## src/rtl/mult_rr_arbiter_if.sv

```systemverilog
// Request/response bundle between N_REQ multiply requesters and the shared
// multiplier arbiter. master = requester/consumer side, slave = arbiter side.
interface mult_rr_arbiter_if #(
  parameter int N_REQ = 4
) ();
  localparam int ID_W = $clog2(N_REQ);

  logic [N_REQ-1:0]   req_valid;
  logic [4*N_REQ-1:0] req_a;
  logic [4*N_REQ-1:0] req_b;
  logic [N_REQ-1:0]   req_ready;
  logic               rsp_valid;
  logic [7:0]         rsp_product;
  logic [ID_W-1:0]    rsp_id;
  logic               rsp_ready;
  logic               busy;

  modport master (
    output req_valid, req_a, req_b, rsp_ready,
    input  req_ready, rsp_valid, rsp_product, rsp_id, busy
  );

  modport slave (
    input  req_valid, req_a, req_b, rsp_ready,
    output req_ready, rsp_valid, rsp_product, rsp_id, busy
  );
endinterface

```

## src/rtl/mult_rr_arbiter.sv

```systemverilog
// Round-robin arbiter sharing one signed 4x4 multiplier among N_REQ requesters;
// IDLE grants, CALC multiplies, RESP holds the tagged product until accepted.
module mult_rr_arbiter #(
  parameter int N_REQ = 4
) (
  input logic              clk,
  input logic              rst_n,
  mult_rr_arbiter_if.slave bus
);
  localparam int ID_W = $clog2(N_REQ);

  typedef enum logic [1:0] {
    ST_IDLE = 2'd0,
    ST_CALC = 2'd1,
    ST_RESP = 2'd2
  } state_t;

  // Shared multiplier: sign-extend both operands, the low 8 bits are exact.
  function automatic logic [7:0] mul4s(input logic [3:0] a, input logic [3:0] b);
    logic [7:0] a_ext;
    logic [7:0] b_ext;
    a_ext = {{4{a[3]}}, a};
    b_ext = {{4{b[3]}}, b};
    return a_ext * b_ext;
  endfunction

  state_t           state_r;
  logic [ID_W-1:0]  rr_ptr_r;
  logic [3:0]       op_a_r;
  logic [3:0]       op_b_r;
  logic [ID_W-1:0]  op_id_r;
  logic [7:0]       result_r;
  logic [ID_W-1:0]  rsp_id_r;
  logic             rsp_valid_r;
  logic             busy_r;

  logic [N_REQ-1:0] grant_s;
  logic [ID_W-1:0]  grant_id_s;
  logic             found_s;
  logic [3:0]       sel_a_s;
  logic [3:0]       sel_b_s;
  logic             accept_s;
  logic [7:0]       prod_s;
  int               scan_idx_s;

  // Round-robin scan starting at rr_ptr, wrapping explicitly for any N_REQ.
  always_comb begin
    grant_s    = '0;
    grant_id_s = '0;
    found_s    = 1'b0;
    sel_a_s    = 4'd0;
    sel_b_s    = 4'd0;
    scan_idx_s = 0;
    for (int k = 0; k < N_REQ; k++) begin
      scan_idx_s = int'(rr_ptr_r) + k;
      if (scan_idx_s >= N_REQ) begin
        scan_idx_s = scan_idx_s - N_REQ;
      end else begin
        scan_idx_s = scan_idx_s;
      end
      if (!found_s && bus.req_valid[scan_idx_s]) begin
        found_s             = 1'b1;
        grant_s[scan_idx_s] = 1'b1;
        grant_id_s          = ID_W'(scan_idx_s);
        sel_a_s             = bus.req_a[4*scan_idx_s +: 4];
        sel_b_s             = bus.req_b[4*scan_idx_s +: 4];
      end else begin
        found_s = found_s;
      end
    end
  end

  // Grant strobe only in IDLE and never while reset is being applied.
  always_comb begin
    if (rst_n && (state_r == ST_IDLE)) begin
      bus.req_ready = grant_s;
      accept_s      = found_s;
    end else begin
      bus.req_ready = '0;
      accept_s      = 1'b0;
    end
  end

  assign prod_s = mul4s(op_a_r, op_b_r);

  // Operation sequencer and all registered state/outputs.
  always_ff @(posedge clk) begin
    if (!rst_n) begin
      state_r     <= ST_IDLE;
      rr_ptr_r    <= '0;
      op_a_r      <= 4'd0;
      op_b_r      <= 4'd0;
      op_id_r     <= '0;
      result_r    <= 8'd0;
      rsp_id_r    <= '0;
      rsp_valid_r <= 1'b0;
      busy_r      <= 1'b0;
    end else begin
      case (state_r)
        ST_IDLE: begin
          if (accept_s) begin
            op_a_r  <= sel_a_s;
            op_b_r  <= sel_b_s;
            op_id_r <= grant_id_s;
            busy_r  <= 1'b1;
            state_r <= ST_CALC;
          end else begin
            state_r <= ST_IDLE;
          end
        end
        ST_CALC: begin
          result_r    <= prod_s;
          rsp_id_r    <= op_id_r;
          rsp_valid_r <= 1'b1;
          state_r     <= ST_RESP;
        end
        ST_RESP: begin
          if (bus.rsp_ready) begin
            if (op_id_r == ID_W'(N_REQ - 1)) begin
              rr_ptr_r <= '0;
            end else begin
              rr_ptr_r <= op_id_r + ID_W'(1);
            end
            rsp_valid_r <= 1'b0;
            busy_r      <= 1'b0;
            state_r     <= ST_IDLE;
          end else begin
            state_r <= ST_RESP;
          end
        end
        default: begin
          rsp_valid_r <= 1'b0;
          busy_r      <= 1'b0;
          state_r     <= ST_IDLE;
        end
      endcase
    end
  end

  assign bus.rsp_valid   = rsp_valid_r;
  assign bus.rsp_product = result_r;
  assign bus.rsp_id      = rsp_id_r;
  assign bus.busy        = busy_r;
endmodule
```

## src/flat_wrapper.sv

```systemverilog
// flat-port wrapper written by rule: the top's interface ports become plain ports
module mult_rr_arbiter_flat 
#(
  parameter int N_REQ = 4
)
  (clk, rst_n, bus_req_valid, bus_req_a, bus_req_b, bus_rsp_ready, bus_req_ready, bus_rsp_valid, bus_rsp_product, bus_rsp_id, bus_busy);
  mult_rr_arbiter_if #(.N_REQ(N_REQ)) bus_i ();
  input logic clk;
  input logic rst_n;
  input wire logic [$bits(bus_i.req_valid)-1:0] bus_req_valid;
  input wire logic [$bits(bus_i.req_a)-1:0] bus_req_a;
  input wire logic [$bits(bus_i.req_b)-1:0] bus_req_b;
  input wire logic [$bits(bus_i.rsp_ready)-1:0] bus_rsp_ready;
  output wire logic [$bits(bus_i.req_ready)-1:0] bus_req_ready;
  output wire logic [$bits(bus_i.rsp_valid)-1:0] bus_rsp_valid;
  output wire logic [$bits(bus_i.rsp_product)-1:0] bus_rsp_product;
  output wire logic [$bits(bus_i.rsp_id)-1:0] bus_rsp_id;
  output wire logic [$bits(bus_i.busy)-1:0] bus_busy;
  assign bus_i.req_valid = bus_req_valid;
  assign bus_i.req_a = bus_req_a;
  assign bus_i.req_b = bus_req_b;
  assign bus_i.rsp_ready = bus_rsp_ready;
  assign bus_req_ready = bus_i.req_ready;
  assign bus_rsp_valid = bus_i.rsp_valid;
  assign bus_rsp_product = bus_i.rsp_product;
  assign bus_rsp_id = bus_i.rsp_id;
  assign bus_busy = bus_i.busy;
  mult_rr_arbiter #(.N_REQ(N_REQ)) u_core (.clk(clk), .rst_n(rst_n), .bus(bus_i));
endmodule
```

## config.mk

```make
export PLATFORM = sky130hd
export DESIGN_NAME = mult_rr_arbiter_flat
export DESIGN_NICKNAME = d
export VERILOG_FILES = /design/src/rtl/mult_rr_arbiter_if.sv /design/src/rtl/mult_rr_arbiter.sv /design/src/flat_wrapper.sv
export SDC_FILE = /design/constraint.sdc
export NUM_CORES = 1
export LEC_CHECK = 0
export CAP_MARGIN = 5
export CELL_PAD_IN_SITES_DETAIL_PLACEMENT = 1
export CELL_PAD_IN_SITES_GLOBAL_PLACEMENT = 1
export CORE_MARGIN = 2
export CORE_UTILIZATION = 42
export CTS_BUF_LIST = sky130_fd_sc_hd__clkbuf_8
export CTS_CLUSTER_DIAMETER = 100
export DETAILED_ROUTE_END_ITERATION = 16
export PLACE_DENSITY_LB_ADDON = 0.12
export SYNTH_ARGS = -nofsm -noshare
export SYNTH_HDL_FRONTEND = slang
export SYNTH_SLANG_ARGS = --single-unit
```

## constraint.sdc

```tcl
create_clock -name clk -period 4.3 [get_ports clk]
set_input_delay 0.43 -clock clk [delete_from_list [all_inputs] [get_ports clk]]
set_output_delay 0.43 -clock clk [all_outputs]
set_load 0.05 [all_outputs]
```

==> impl_metrics.yaml <==
floorplan:
  core_um2: 6756
  die_area_um2: 7648
  io_pins: 55
  die_w_um: 87.46
  die_h_um: 87.46
  rows: 30
  initial_core_util: 0.4330
cells_and_area:
  areaGrowthSynthToFinish_pct: 23.99
  fill_cells: 771
  nets: 416
  antennaDiodeCount: 0
  seq_area_um2: 521.8
  drive_above_1_share: 0.1897
  multi_input_area_um2: 2256
synthesis:
  async_reset_ff_frac: 0
  synth_cell_types: 39
  synth-main-ff-cell: "dfxtp_1"
  yosysWarnings: 0
  ys_ff_latch: 26
  yosysSeqAreaShare: 0.1779
  synthCells: 304
  syn_avg_cell_area_um2: 9.623
  syn_nets: 371
  synth_edf_count: 0
  syn_area_um2: 2925
grt:
  use_met1: 0.2697
  met3_usage: 0.01327
  grt_pass1_vias: 2589
  grt_usage: 0.2013
  top_usage_layer: "met2"
  grt_pass1_wl_um: 12430
  grt_max_degree: 31
  use_met2: 0.3574
  antenna_found_initial: 0
  gr-total-overflow: 0
placement:
  hpwl_um: 5734
  io_buffers: 54
  pre_cts_slack_ps: 957.9
  place.gp.congestion: 0.8400
pwr:
  p_leak_uw: 0.001344
  p_per_area_nw_per_um2: 246.7
  ir_drop_uv: 108.3
clock_tree:
  clkLatencyLatePin_ps: 270
  tritoncts: "yes"
  cts_root_buf: "clkbuf_8"
  cts_hold_buf: 0
  clockBufferDepth: 2
  numCtsBuffers: 3
  cts-resized-gates: 0
  clock-sinks: 26
  htreeDepth: 1
  post-cts-setup-buffers: 0
  clk_pin_slew_worst_paths_ps: 100
sta:
  finalCritPeriodShare: 0.7949
  final-setup-viol-count: 0
  rsz0062_at_grt: "no"
  maxSlewHeadroom: 0.5287
  fin_setup_tns_ps: 0
  hold_violations: 0
  drv_slew: 0
  max_freq_mhz: 292.6
  period_needed_ps: 3418
  worst_slack_ps: 882.1
  tightest_slew_ps: 704.3
  clock_skew_ps: 2.170
setup_path:
  cp_data_required_time_ps: 3870
  crit_type: "reg -> out"
  cp_data_arrival_time_ps: 2990
  start_kind: "flip-flop"
  cp-end-kind: "output pin"
  crit_path_max_fanout: 30
drt:
  dr.pass1.iters: 4
  drt_first_iter_violations: 78
  vias_per_cell: 5.953
  routed_wl_um: 7315
  ant_nets: 0
  via_count: 2548
  drc_errors: 0
  wl_per_cell_um: 17.09
flow_run:
  cap_violations: 0
outcome:
  status: "complete, no violations"
hold_path:
  hold_path_class: "reg -> reg"
Yosys cell counts, types with 4 or more instances:
master    number  area (µm²)
nand2_1       27       101.4
nand3_1        4       20.02
o21ai_0       14       70.07
nor2b_1        8       50.05
mux4_2        27       608.1
xnor2_1        6       52.55
nor2_1        16       60.06
ha_1          19       237.7
buf_2          8       40.04
a31oi_1       10       62.56
a22oi_1       23       172.7
dfxtp_1       26       520.5
inv_1         12       45.04
fa_1           9       180.2
a21oi_1       20       100.1
a21boi_0       7       52.55
mux2_2        18       202.7
and2_1         9       56.30
clkbuf_1      10       37.54
mux2i_1        4       40.04
power by group:
group / total, µW / internal (µW) / switching (µW)
Combinational: 399 / 189 / 209
Clock: 208 / 125 / 82.9
Sequential: 289 / 265 / 23.7
layer usage:
layer	part of all wire	wire length, µm	vias up
li1	-	-	1226
met1	0.47	3408	1269
met2	0.51	3697	51
met3	0.024	173	2
met4	0.0049	36	0
met5	0	0	-
worst max-delay path, cell delays in order, from the launching register on:
cell and delay, ps:
dfxtp_2 360, buf_4 380, mux4_2 780, or2_4 350
nor3_2 280, a22oi_1 100, a21oi_1 280, buf_12 180
logic make-up (layout without fill, tap and decap cells):
group	Yosys count	after routing	synth area share
xor gates and xnor gates	7	7	0.02096
AOI/OAI and AO/OA	86	86	0.1916
buffers and inverters	33	77	0.05090
DFF	26	26	0.1779
and+or+nand+nor	75	75	0.1249
muxes	49	49	0.2908
adders and majority gates	28	28	0.1429
layout make-up:
type	count	area share
tap	80	0.02760
sequential	26	0.1438
clock inverter	1	0.008279
inverter	12	0.01242
clock buffer	3	0.01138
multi-input combinational	245	0.6219
timing repair buffer	61	0.1745
metrics by stage:
stage                     total power (µW)  hold WS (ps)  cells  instance area (µm²)  utilization
after floorplan                      562.0         458.0    304                 2925            -
after global placement               688.0         450.0    424                 3556       0.5263
after detailed placement             696.3         461.5    424                 3556       0.5263
after CTS                            906.1         475.1    428                 3627       0.5369
after global routing                 958.6         505.3    428                 3627       0.5369
final                                894.8         473.1    428                 3627       0.5369
flip-flops by register name (all words and copies together), names as in the netlist:
register,count
u_core.state_r,2
u_core.bus.busy,1
u_core.op_id_r,2
u_core.rr_ptr_r,2
u_core.bus.rsp_product,8
u_core.op_b_r,4
u_core.bus.rsp_valid,1
u_core.bus.rsp_id,2
u_core.op_a_r,4
cells in the final DEF, fill, tap and decap left out, types with 2 or more instances in the layout:
master	instances
nand3_1	4
and2_1	9
mux2_2	18
nand2b_1	2
a31oi_1	10
buf_12	4
mux2i_1	4
ha_1	19
nor2b_1	8
buf_4	7
fa_1	9
a22oi_1	23
a21oi_1	20
a21o_1	2
inv_1	12
o21ai_0	14
xnor2_1	6
or2_1	2
o22ai_1	2
clkbuf_8	3
a221oi_1	2
mux4_2	27
o21ai_1	2
clkdlybuf4s50_1	50
nand2_1	27
nor2_1	16
or2_2	2
a21boi_0	7
dfxtp_1	25
final timing paths:
kind,start,end,slack (ps),cells past startpoint
max reg2reg,u_core.op_b_r[3],u_core.bus.rsp_product[7],970,13
max,u_core.rr_ptr_r[0],bus_req_ready[3],880,7
min reg2reg,u_core.bus.rsp_product[5],u_core.bus.rsp_product[5],470,2
min,u_core.bus.rsp_product[5],u_core.bus.rsp_product[5],470,2
Note: power is estimated with default switching activity, not from simulation.
